--- src/rtl/uart_pkg.sv ---
// Shared UART definitions used by the receive front end and the future transmitter.
package uart_pkg;

  typedef enum logic [2:0] {
    IDLE,
    START,
    DATA,
    STOP,
    BREAK
  } uart_rx_state_t;

  localparam int UART_CLKS_PER_BIT_DEFAULT = 2603;

endpackage

--- src/rtl/bit_synchronizer.sv ---
// Two-flop synchronizer for a single asynchronous level; both flops reset to RESET_VAL.
module bit_synchronizer #(
  parameter logic RESET_VAL = 1'b1
) (
  input  logic CLK,
  input  logic RST_N,
  input  logic i_d,
  output logic o_q
);

  logic r_meta;
  logic r_sync;

  always_ff @(posedge CLK or negedge RST_N) begin
    if (!RST_N) begin
      r_meta <= RESET_VAL;
      r_sync <= RESET_VAL;
    end else begin
      r_meta <= i_d;
      r_sync <= r_meta;
    end
  end

  assign o_q = r_sync;

endmodule

--- src/rtl/uart_byte_rx.sv ---
// 8N1 UART receiver: recovers frames at a fixed clocks-per-bit rate and presents
// bytes on a valid/ready holding register, flagging frame errors and overruns.
module uart_byte_rx
  import uart_pkg::*;
#(
  parameter int CLKS_PER_BIT = UART_CLKS_PER_BIT_DEFAULT,
  parameter int DATA_BITS    = 8
) (
  input  logic                 CLK,
  input  logic                 RST_N,
  input  logic                 UART_RX,
  output logic [DATA_BITS-1:0] rx_data,
  output logic                 rx_valid,
  input  logic                 rx_ready,
  output logic                 frame_err,
  output logic                 overrun
);

  localparam int H  = CLKS_PER_BIT / 2;
  localparam int CW = $clog2(CLKS_PER_BIT);
  localparam int IW = $clog2(DATA_BITS + 1);

  localparam logic [CW-1:0] CNT_HALF = CW'(H - 1);
  localparam logic [CW-1:0] CNT_LAST = CW'(CLKS_PER_BIT - 1);
  localparam logic [IW-1:0] IDX_LAST = IW'(DATA_BITS - 1);

  logic w_rx_s;

  uart_rx_state_t r_state;
  uart_rx_state_t w_state_nxt;

  logic [CW-1:0]        r_cnt;
  logic [IW-1:0]        r_idx;
  logic [DATA_BITS-1:0] r_sh;
  logic [DATA_BITS-1:0] r_data;
  logic                 r_valid;
  logic                 r_frame_err;
  logic                 r_overrun;

  logic w_cnt_clr;
  logic w_idx_clr;
  logic w_sample;
  logic w_byte_done;
  logic w_stop_bad;
  logic w_accept;

  bit_synchronizer #(
    .RESET_VAL(1'b1)
  ) u_rx_sync (
    .CLK  (CLK),
    .RST_N(RST_N),
    .i_d  (UART_RX),
    .o_q  (w_rx_s)
  );

  always_ff @(posedge CLK or negedge RST_N) begin
    if (!RST_N) r_state <= IDLE;
    else        r_state <= w_state_nxt;
  end

  always_comb begin
    w_state_nxt = r_state;
    w_cnt_clr   = 1'b0;
    w_idx_clr   = 1'b0;
    w_sample    = 1'b0;
    w_byte_done = 1'b0;
    w_stop_bad  = 1'b0;
    case (r_state)
      IDLE: begin
        w_cnt_clr = 1'b1;
        if (!w_rx_s) w_state_nxt = START;
      end
      START: begin
        // A line that is high again at mid-start-bit was only a glitch.
        if (r_cnt == CNT_HALF) begin
          w_cnt_clr   = 1'b1;
          w_idx_clr   = 1'b1;
          w_state_nxt = w_rx_s ? IDLE : DATA;
        end
      end
      DATA: begin
        if (r_cnt == CNT_LAST) begin
          w_cnt_clr = 1'b1;
          w_sample  = 1'b1;
          if (r_idx == IDX_LAST) w_state_nxt = STOP;
        end
      end
      STOP: begin
        if (r_cnt == CNT_LAST) begin
          w_cnt_clr   = 1'b1;
          w_byte_done = w_rx_s;
          w_stop_bad  = !w_rx_s;
          w_state_nxt = w_rx_s ? IDLE : BREAK;
        end
      end
      BREAK: begin
        // Held-low line reports once; wait for idle before hunting for a start bit.
        w_cnt_clr = 1'b1;
        if (w_rx_s) w_state_nxt = IDLE;
      end
      default: begin
        w_cnt_clr   = 1'b1;
        w_state_nxt = IDLE;
      end
    endcase
  end

  always_ff @(posedge CLK or negedge RST_N) begin
    if (!RST_N) begin
      r_cnt <= '0;
      r_idx <= '0;
      r_sh  <= '0;
    end else begin
      r_cnt <= w_cnt_clr ? '0 : r_cnt + 1'b1;
      if (w_idx_clr)     r_idx <= '0;
      else if (w_sample) r_idx <= r_idx + 1'b1;
      if (w_sample) r_sh <= {w_rx_s, r_sh[DATA_BITS-1:1]};
    end
  end

  assign w_accept = r_valid && rx_ready;

  always_ff @(posedge CLK or negedge RST_N) begin
    if (!RST_N) begin
      r_data      <= '0;
      r_valid     <= 1'b0;
      r_frame_err <= 1'b0;
      r_overrun   <= 1'b0;
    end else begin
      r_frame_err <= w_stop_bad;
      r_overrun   <= 1'b0;
      if (w_byte_done) begin
        // A full holding register only takes the new byte if it drains this cycle.
        if (!r_valid || w_accept) begin
          r_data  <= r_sh;
          r_valid <= 1'b1;
        end else begin
          r_overrun <= 1'b1;
        end
      end else if (w_accept) begin
        r_valid <= 1'b0;
      end
    end
  end

  assign rx_data   = r_data;
  assign rx_valid  = r_valid;
  assign frame_err = r_frame_err;
  assign overrun   = r_overrun;

endmodule

--- config.mk ---
export PLATFORM = sky130hd
export DESIGN_NAME = uart_byte_rx
export DESIGN_NICKNAME = d
export VERILOG_FILES = /design/src/rtl/uart_pkg.sv /design/src/rtl/bit_synchronizer.sv /design/src/rtl/uart_byte_rx.sv
export SDC_FILE = /design/constraint.sdc
export NUM_CORES = 1
export LEC_CHECK = 0
export CORE_MARGIN = 1.5
export CORE_UTILIZATION = 45
export CTS_CLUSTER_SIZE = 25
export DETAILED_ROUTE_END_ITERATION = 8
export PLACE_DENSITY = 0.74
export SYNTH_ARGS = -nofsm -noshare
export SYNTH_HDL_FRONTEND = slang
export SYNTH_SLANG_ARGS = --single-unit
--- constraint.sdc ---
create_clock -name CLK -period 2.2 [get_ports CLK]
set_input_delay 0.44 -clock CLK [delete_from_list [all_inputs] [get_ports CLK]]
set_output_delay 0.44 -clock CLK [all_outputs]
set_load 0.1 [all_outputs]
==> flow_summary.yaml, run 1 <==
outcome:
  status: "finished, final reports clean"
clock_tree:
  cts_root_buffer: "clkbuf_8"
  cts_buffer_depth: 2
  cts_resized: 0
  clk_latency_ps: 290
  h-tree-depth: 2
  numCtsBuffers: 5
  cts_hold_buffers: 0
  clk_pin_slew_ps: 80
  cts_sinks: 40
  cts_tree: "built"
  cts_setup_buffers: 0
synthesis:
  yosys.area.top_type: "dfrtp_1"
  synth_edf_count: 0
  synth.mux.area_fraction_pct: 11.0
  yosys.area_share.adder_pct: 2.74
  synthCells: 151
  synth_top_family_by_area: "simple AND/OR/NAND/NOR gates"
  synth_area_per_cell_um2: 12.1
  ys.warnings.count: 0
  ys_types: 37
  synth_area_um2: 1830
  synthXorXnorAreaFrac_pct: 4.79
  yosysSeqAreaShare_pct: 54.9
  syn_nets: 159
  synth-async-reset-ratio_pct: 100
  synth_simple_gate_area_share_pct: 21.1
  synth-compound-area-share_pct: 3.83
  synth_top_area_share_pct: 52.0
  synth_ff_type: "dfrtp_1"
  netlist_top_cells_area: "dfrtp_1 (52%), mux2_2 (10%), nor2_1 (4.1%), dfstp_2 (2.9%), xor2_1 (2.9%)"
  ys_seq_elements: 40
drt:
  drtIter0Drc: 81
  viasPerCell: 5.44
  wirelength_mm: 3.03
  vias: 1208
  dr.pass1.iters: 4
  ant_nets: 0
  drcViolationCount: 0
  wl_per_cell_um: 13.6
floorplanning:
  rows: 22
  initial_core_util_pct: 48.5
  core_area_um2: 3770
  dieArea_um2: 4450
  io_pins: 15
  fp.dieH_um: 66.7
  die_w_um: 66.7
timing:
  clock_skew_ps: 11.0
  hold_viol_final: 0
  setup_viol: 0
  finalCritPeriodShare_pct: 93.1
  finalCriticalPeriod_ps: 2050
  fmax_mhz: 488
  slew_headroom_pct: 43.9
  tns_ps: 0
  hold_ws_ps: 247
  report.final.slew_viol_count: 0
  tightest_slew_ps: 842
  rsz0062_at_grt: "no"
  worst_slack_ps: 152
critical_path:
  crit_type: "flip-flop to flip-flop"
  r2r_end: "rx_data[6]"
  crit_path_max_fanout: 8
  crit_buf_inv: 1
  crit_required_ps: 2370
  cpMaxStageDelayCell: "dfrtp_1"
  r2r_cells: 6
  rr_startpoint: "r_cnt[0]"
  endpoint_kind: "flip-flop"
  cp_cell_sequence: "inv_1 -> ha_1 -> and4bb_4 -> nand4_1 -> nor3b_4 -> mux2_2"
  max_stage_delay_ps: 430
  worst_setup_path_start_kind: "flip-flop"
  crit_arrival_ps: 2220
  path_delay_family: "simple AND/OR/NAND/NOR gates"
  rrSetupSlack_ps: 150
finish:
  final_cell_mix: "dfrtp_1 (38), nor2_1 (20), mux2_2 (17)"
  diodes: 0
  n_fill_cell: 290
  regArea_um2: 1000
  drive_above_1_share_pct: 29.3
  final_common_cell: "dfrtp_1"
  multi_input_area_um2: 796
  area_delta_synth_final_pct: 15.9
  fin_cells: 222
  final_nets: 181
global_route:
  grt_pass1_wl_mm: 5.44
  grt_util_all_layers_pct: 16.6
  grt_pass1_vias: 1242
  grt_overflow: 0
  grt_max_degree: 41
  antenna_found_initial: 0
run:
  cap_viol_max_count: 0
power_and_ir_drop:
  leakage_nw: 1.00
  pwr-share-clk_pct: 43.1
  p_sw_uw: 252
  pwr-share-seq_pct: 55.6
  p_sw_share_pct: 19.0
  power_density_nw_per_um2: 628
  p_total_mw: 1.33
  p_int_mw: 1.08
  pwr-share-comb_pct: 1.3
  vdd_drop_max_uv: 408
placement:
  place_ws_ps: 130
  dp_cells: 214
  port_buffers: 14
  gp_congestion: 0.845
  dpl.hpwl_mm: 2.18
min_path:
  hold_class: "input port to asynchronous set/reset pin"
[layout make-up]
class                           count  share of cell area [%]
Timing Repair Buffer               18                    6.49
Clock buffer                        6                    3.42
Multi-Input combinational cell    104                    37.5
Sequential cell                    40                    47.3
Inverter                            4                   0.708
Clock inverter                      2                    1.65
Tap cell                           48                    2.83
[layer usage]
layer	track usage, %	wire length (um)	up-vias
met5	0	0	-
met2	28.0	1530	28
met3	5.57	149	5
met1	19.2	1300	596
met4	7.14	46	0
li1	-	-	579
[Yosys cell counts, types with 2 or more instances]
master,count
nand4_1,7
o21ai_0,3
inv_1,4
nor2_1,20
xor2_1,6
mux2_2,17
and3_1,2
or3_1,2
nand2b_1,2
xnor2_1,4
nand3_1,5
buf_2,2
a21oi_1,3
and4_2,2
nand2_1,6
dfrtp_1,38
dfstp_2,2
ha_1,4
nor3_1,4
[sequential cells by signal (all words and copies together), names as in the netlist]
signal / flops
u_rx_sync.r_meta: 1
r_cnt: 12
r_state: 3
rx_valid: 1
overrun: 1
u_rx_sync.o_q: 1
rx_data: 8
r_idx: 4
frame_err: 1
r_sh: 8
[worst max path at each step]
| stage | startpoint | to | slack (ps) | cells past startpoint |
|---|---|---|---|---|
| 2_1_floorplan | r_cnt[0] | rx_data[0] | 330 | 6 |
| 3_3_place_gp | r_cnt[0] | rx_data[3] | 200 | 6 |
| 3_5_place_dp | r_cnt[0] | rx_data[5] | 130 | 6 |
| 4_1_cts | r_cnt[0] | rx_data[6] | 120 | 6 |
| 5_1_grt | r_cnt[0] | rx_data[6] | 10 | 6 |
| 6_report | r_cnt[0] | rx_data[6] | 150 | 6 |
[per-stage QoR]
step           util, %  area (um^2)
2_1_floorplan        -         1830
3_3_place_gp      53.4         2010
3_5_place_dp      53.4         2010
4_1_cts           56.2         2120
5_1_grt           56.2         2120
6_report          56.2         2120
[cell families after synthesis]
logic type,count (synthesis)
AOI/OAI and AO/OA,11
xor gates and xnor gates,10
adders and majority gates,4
buffers and inverters,7
DFF,40
muxes,18
and+or+nand+nor,61
[worst reg2reg max path, cell delays in order, from the launching register on]
cell      delay [ps]
dfrtp_1          430
inv_1            100
ha_1             150
and4bb_4         280
nand4_1          160
nor3b_4          440
mux2_2           390
[power by group through the flow]
stage          combinational [mW]  sequential, mW  clock [mW]
6_report                   0.0174           0.740       0.573
5_1_grt                    0.0214           0.740       0.617
4_1_cts                    0.0190           0.740       0.592
3_5_place_dp               0.0188           0.754           0
3_3_place_gp               0.0184           0.754           0
2_1_floorplan            0.000341           0.754           0
Power figures use the tool's default switching activity.
==> inputs of run 2 (changes only) <==
--- a/config.mk
+++ b/config.mk
@@ -5,6 +5,7 @@
 export SDC_FILE = /design/constraint.sdc
 export NUM_CORES = 1
 export LEC_CHECK = 0
+export CAP_MARGIN = 10
 export CORE_MARGIN = 1.5
 export CORE_UTILIZATION = 45
 export CTS_CLUSTER_SIZE = 25
==> results of run 2 <==
Same layout as run 1: the final DEF is identical, and so are final timing and power.
